$ cat src/rtl/l1_mmu_responder.sv
// Memory-side responder for the L1-to-MMU line interface: 8-beat line bursts to a word RAM,
// single-word MMIO accesses with a timeout, and one-cycle done pulses followed by a GAP cycle.
module l1_mmu_responder #(
    parameter int          MEM_AW       = 14,
    parameter logic [15:0] MMIO_HI      = 16'hFFFF,
    parameter int          MMIO_TIMEOUT = 255
) (
    input  logic              sys_clk,
    input  logic              rst_n,
    input  logic              l1_mmu_req_read,
    input  logic              l1_mmu_req_write,
    input  logic [31:0]       l1_mmu_req_addr,
    input  logic [255:0]      l1_mmu_write_data,
    output logic              mmu_l1_read_done,
    output logic              mmu_l1_write_done,
    output logic [255:0]      mmu_l1_read_data,
    output logic [MEM_AW-1:0] mem_addr,
    output logic              mem_we,
    output logic [31:0]       mem_wdata,
    input  logic [31:0]       mem_rdata,
    output logic              mmio_req,
    output logic              mmio_we,
    output logic [31:0]       mmio_addr,
    output logic [31:0]       mmio_wdata,
    input  logic [31:0]       mmio_rdata,
    input  logic              mmio_ready
);

    typedef enum logic [2:0] {IDLE, MEM_RD, MEM_WR, MMIO, DONE, GAP} state_t;

    // Counter starts at 1 on accept, so DONE lands MMIO_TIMEOUT cycles after the accept cycle.
    localparam logic [7:0] TO_CNT = 8'(MMIO_TIMEOUT - 1);

    state_t         state_q, state_d;
    logic [3:0]     beat_q, beat_d;
    logic [7:0]     cnt_q, cnt_d;
    logic           op_we_q, op_we_d;
    logic [31:0]    addr_q, addr_d;
    logic [255:0]   wdata_q, wdata_d;
    logic [255:0]   rdata_q, rdata_d;
    logic [2:0]     cap_idx;
    logic [MEM_AW-1:0] line_addr;

    // Beat count is 3 bits wide in the address: no carry into the line base.
    assign line_addr = {addr_q[MEM_AW+1:5], beat_q[2:0]};
    assign cap_idx   = beat_q[2:0] - 3'd1;

    assign mmu_l1_read_data = rdata_q;

    always_comb begin
        state_d           = state_q;
        beat_d            = beat_q;
        cnt_d             = cnt_q;
        op_we_d           = op_we_q;
        addr_d            = addr_q;
        wdata_d           = wdata_q;
        rdata_d           = rdata_q;
        mmu_l1_read_done  = 1'b0;
        mmu_l1_write_done = 1'b0;
        mem_addr          = '0;
        mem_we            = 1'b0;
        mem_wdata         = '0;
        mmio_req          = 1'b0;
        mmio_we           = 1'b0;
        mmio_addr         = '0;
        mmio_wdata        = '0;

        case (state_q)
            IDLE: begin
                if (l1_mmu_req_read || l1_mmu_req_write) begin
                    op_we_d = l1_mmu_req_write;
                    addr_d  = l1_mmu_req_addr;
                    wdata_d = l1_mmu_write_data;
                    beat_d  = '0;
                    cnt_d   = 8'd1;
                    if (l1_mmu_req_addr[31:16] == MMIO_HI) state_d = MMIO;
                    else if (l1_mmu_req_write)             state_d = MEM_WR;
                    else                                   state_d = MEM_RD;
                end
            end
            MEM_WR: begin
                mem_we    = 1'b1;
                mem_addr  = line_addr;
                mem_wdata = wdata_q[{beat_q[2:0], 5'b0} +: 32];
                if (beat_q[2:0] == 3'd7) state_d = DONE;
                else                     beat_d  = beat_q + 4'd1;
            end
            MEM_RD: begin
                mem_addr = line_addr;
                // RAM data lags the address by one cycle; beat 8 is the extra capture for word 7.
                if (beat_q != 4'd0) rdata_d[{cap_idx, 5'b0} +: 32] = mem_rdata;
                if (beat_q == 4'd8) state_d = DONE;
                else                beat_d  = beat_q + 4'd1;
            end
            MMIO: begin
                mmio_req   = 1'b1;
                mmio_we    = op_we_q;
                mmio_addr  = addr_q;
                mmio_wdata = wdata_q[31:0];
                if (mmio_ready) begin
                    if (!op_we_q) rdata_d = {224'b0, mmio_rdata};
                    state_d = DONE;
                end else if (cnt_q == TO_CNT) begin
                    if (!op_we_q) rdata_d = '0;
                    state_d = DONE;
                end else begin
                    cnt_d = cnt_q + 8'd1;
                end
            end
            DONE: begin
                mmu_l1_read_done  = !op_we_q;
                mmu_l1_write_done = op_we_q;
                state_d           = GAP;
            end
            GAP:     state_d = IDLE;
            default: state_d = IDLE;
        endcase
    end

    always_ff @(posedge sys_clk or negedge rst_n) begin
        if (!rst_n) begin
            state_q <= IDLE;
            beat_q  <= '0;
            cnt_q   <= '0;
            op_we_q <= 1'b0;
            addr_q  <= '0;
            wdata_q <= '0;
            rdata_q <= '0;
        end else begin
            state_q <= state_d;
            beat_q  <= beat_d;
            cnt_q   <= cnt_d;
            op_we_q <= op_we_d;
            addr_q  <= addr_d;
            wdata_q <= wdata_d;
            rdata_q <= rdata_d;
        end
    end

endmodule
$ cat config.mk
export PLATFORM = sky130hd
export DESIGN_NAME = l1_mmu_responder
export DESIGN_NICKNAME = d
export VERILOG_FILES = /design/src/rtl/l1_mmu_responder.sv
export SDC_FILE = /design/constraint.sdc
export NUM_CORES = 1
export LEC_CHECK = 0
export ABC_AREA = 1
export BUFFER_PORTS_ARGS = -buffer_cell sky130_fd_sc_hd__buf_2
export CAP_MARGIN = 20
export CORE_AREA = 8 8 280 282
export CTS_BUF_LIST = sky130_fd_sc_hd__clkbuf_16
export DETAILED_ROUTE_END_ITERATION = 6
export DIE_AREA = 0 0 288 290
export PLACE_DENSITY = 0.65
export SLEW_MARGIN = 30
export SYNTH_ARGS = -nofsm -noshare
export SYNTH_HDL_FRONTEND = slang
export SYNTH_SLANG_ARGS = --single-unit
$ cat constraint.sdc
create_clock -name sys_clk -period 2.66 [get_ports sys_clk]
set_input_delay 0.133 -clock sys_clk [delete_from_list [all_inputs] [get_ports sys_clk]]
set_output_delay 0.133 -clock sys_clk [all_outputs]
set_load 0.005 [all_outputs]
==> reports/metrics.cfg <==
[cts]
clock_path_buffers=3
cts.sinks=560
cts.reportedPaths.clkPinSlew_ps=60
cts-root-buf=clkbuf_16
numCtsBuffers=61
clock_latency_ps=640
cts_tree=done
cts.htree.levels=2

[power]
p_leak_uw=0.0192
power.density_nw_per_um2=1060
vdd_ir_drop_max_uv=778

[drt]
drc=0
wl_per_cell_um=22.7
dr.pass1.iters=6
wirelength_um=111000
drt_iter0_drc=1796
ant_nets=0
drt-vias-per-instance=5.13
num_vias=25100

[synth]
synth-edff-count=0
postSynthAreaPerCell_um2=9.09
yosys.area.top_type=dfrtp_1
synth_fp_nets=3174
syn_inst=2807
synth_top_area_frac=0.549
synthArstFlopShare=1.00
syn_area_um2=25500
synth_area_leaders=dfrtp_1 (55%), nand2_1 (11%), mux2_2 (9.9%), nor2_1 (5.3%), nand3_1 (4.6%)
ys_seq_area_frac=0.549
yosysUniqueCellTypes=29
ys.flop_type=dfrtp_1
ys_ff_latch=560
yosysWarnings=0

[outcome]
outcome=complete, but fails checks
violations=negative setup slack

[sta]
hold_violations=0
period_share=1.02
fin_setup_tns_ps=-85.0
tightestPinTransition_ps=674
skew_ps=21.6
slew_headroom=0.549
rsz0062_at_grt=yes
slew_violations=0
finalCriticalPeriod_ps=2730
fin_ws_ps=-65.5
setup_viol=2
max_freq_ghz=0.367
whs_ps=41.8

[final_layout]
drive_above_1_share=0.305
fill_cells=6705
final_common_cell=nand2_1
final_cell_mix=nand2_1 (766), buf_2 (726), dfrtp_1 (556)
area_delta_synth_final_pct=42.7
layout.nets=4233
fin_cells=4890

[floorplan]
start_util=0.346
die_width_um=288
core_region_area_um2=73800
chipHeight_um=290
die_area_um2=83500
ios=728
rows=100

[worst_setup_path]
worstPathRequired_ps=2530
critPathArrivalTime_ps=2590
crit_fanout=51
crit_type=register to output port
start_kind=register
worst_setup_path_end_kind=output port

[placement]
gp_congestion=0.876
hpwlAfterDp_um=74400
placedCellCount=4409
portBuffers=727

[global_route]
grt_pass1_vias=25700
grt_overflow_total=0
grt_max_degree=91
grt_usage=0.252
grt_pass1_wl_um=163000
antenna_found_initial=17

[hold_path]
hp-class=primary input to async pin

[run]
cap_violations=0

-- Yosys cell counts (2+ instances only) --
library cell / count
nand3_1: 235
nand2_1: 768
clkinv_1: 2
buf_2: 53
o211ai_1: 32
clkbuf_1: 77
o21ai_0: 199
buf_6: 22
nand4_4: 7
dfrtp_1: 560
mux2_2: 224
nor2_2: 11
ha_1: 10
buf_1: 28
inv_2: 3
buf_4: 7
a21oi_1: 97
inv_1: 100
xor2_1: 5
nor2_1: 357
xnor2_1: 2
-- layer usage --
metal | GRT usage | wire length (um) | vias to the layer above
li1 | - | - | 11300
met1 | 0.293 | 41800 | 12100
met2 | 0.436 | 54000 | 1381
met3 | 0.0541 | 8940 | 302
met4 | 0.129 | 6350 | 6
met5 | 0 | 43 | -
-- logic make-up after synthesis --
group	after synthesis	share of synthesized area
multiplexers	224	0.0989
flip-flops	560	0.549
XOR/XNOR	7	0.00240
adder cells (fa/ha/maj)	10	0.00491
AND/OR/NAND/NOR	1384	0.223
AO/OA/AOI/OAI	330	0.0684
buffers and inverters	292	0.0531
-- repair_timing --
item / CTS / global route
hold buffers: 354 / 0
cloned: 5 / 3
hold endpoints to repair: 805 / 0
setup buffers: 1 / 0
gates resized for setup: 19 / 37
endpoints found under the setup margin: 38 / 230
pin swaps: 3 / 2
-- report_power, final --
part	internal, uW	leakage [uW]	switching [uW]
sequential	11800	0.00707	1930
clock	4730	0.00101	3640
combinational	6660	0.0111	9900
total	23200	0.0192	15500
-- final timing paths --
check / endpoint / from / depth (start not counted) / slack [ps]
max: mem_wdata[12] / beat_q[1] / 8 / -70
min: mmu_l1_read_data[195] / rst_n / 2 / 40
max reg2reg: mmu_l1_read_data[21] / beat_q[0] / 13 / 80
min reg2reg: mmu_l1_read_data[130] / mmu_l1_read_data[130] / 2 / 470
max in group asynchronous: wdata_q[166] / rst_n / 3 / 1660
min in group sys_clk: state_q[1] / l1_mmu_req_read / 5 / 60
-- worst max-delay path, cell delays in order (launching register included) --
cell      delay [ps]
dfrtp_4          560
buf_16           210
nor2_1           170
o21ai_0          180
o211ai_1         200
buf_4            170
nand2_1          120
nor2_1           160
buf_2            140
-- cell type report --
cell class	count	area (um2)	area share
multi-input cells	1955	10200	0.281
inverters	105	405	0.0111
flip-flops and latches	560	14000	0.385
well taps	969	1210	0.0333
diodes	12	30.0	0.000825
repair buffers	1183	8550	0.235
clock buffers	61	1530	0.0420
clock inverters	45	412	0.0113
-- registers in the layout, summed over array words and instances, names as in the netlist --
| signal | flops |
|---|---|
| beat_q | 4 |
| state_q | 3 |
| wdata_q | 256 |
| op_we_q | 1 |
| mmu_l1_read_data | 256 |
| addr_q | 32 |
| cnt_q | 8 |
-- per-stage QoR --
step,instance area [um2],util,total power [uW],setup slack (ps)
6_report,36400,0.493,38700,-65.5
3_3_place_gp,30500,0.413,28600,181
2_1_floorplan,25500,-,22200,13.3
4_1_cts,36200,0.490,38300,-77.3
3_5_place_dp,30500,0.413,28900,84.0
5_1_grt,36400,0.493,40700,-40.9
(Power assumes the default switching activity.)
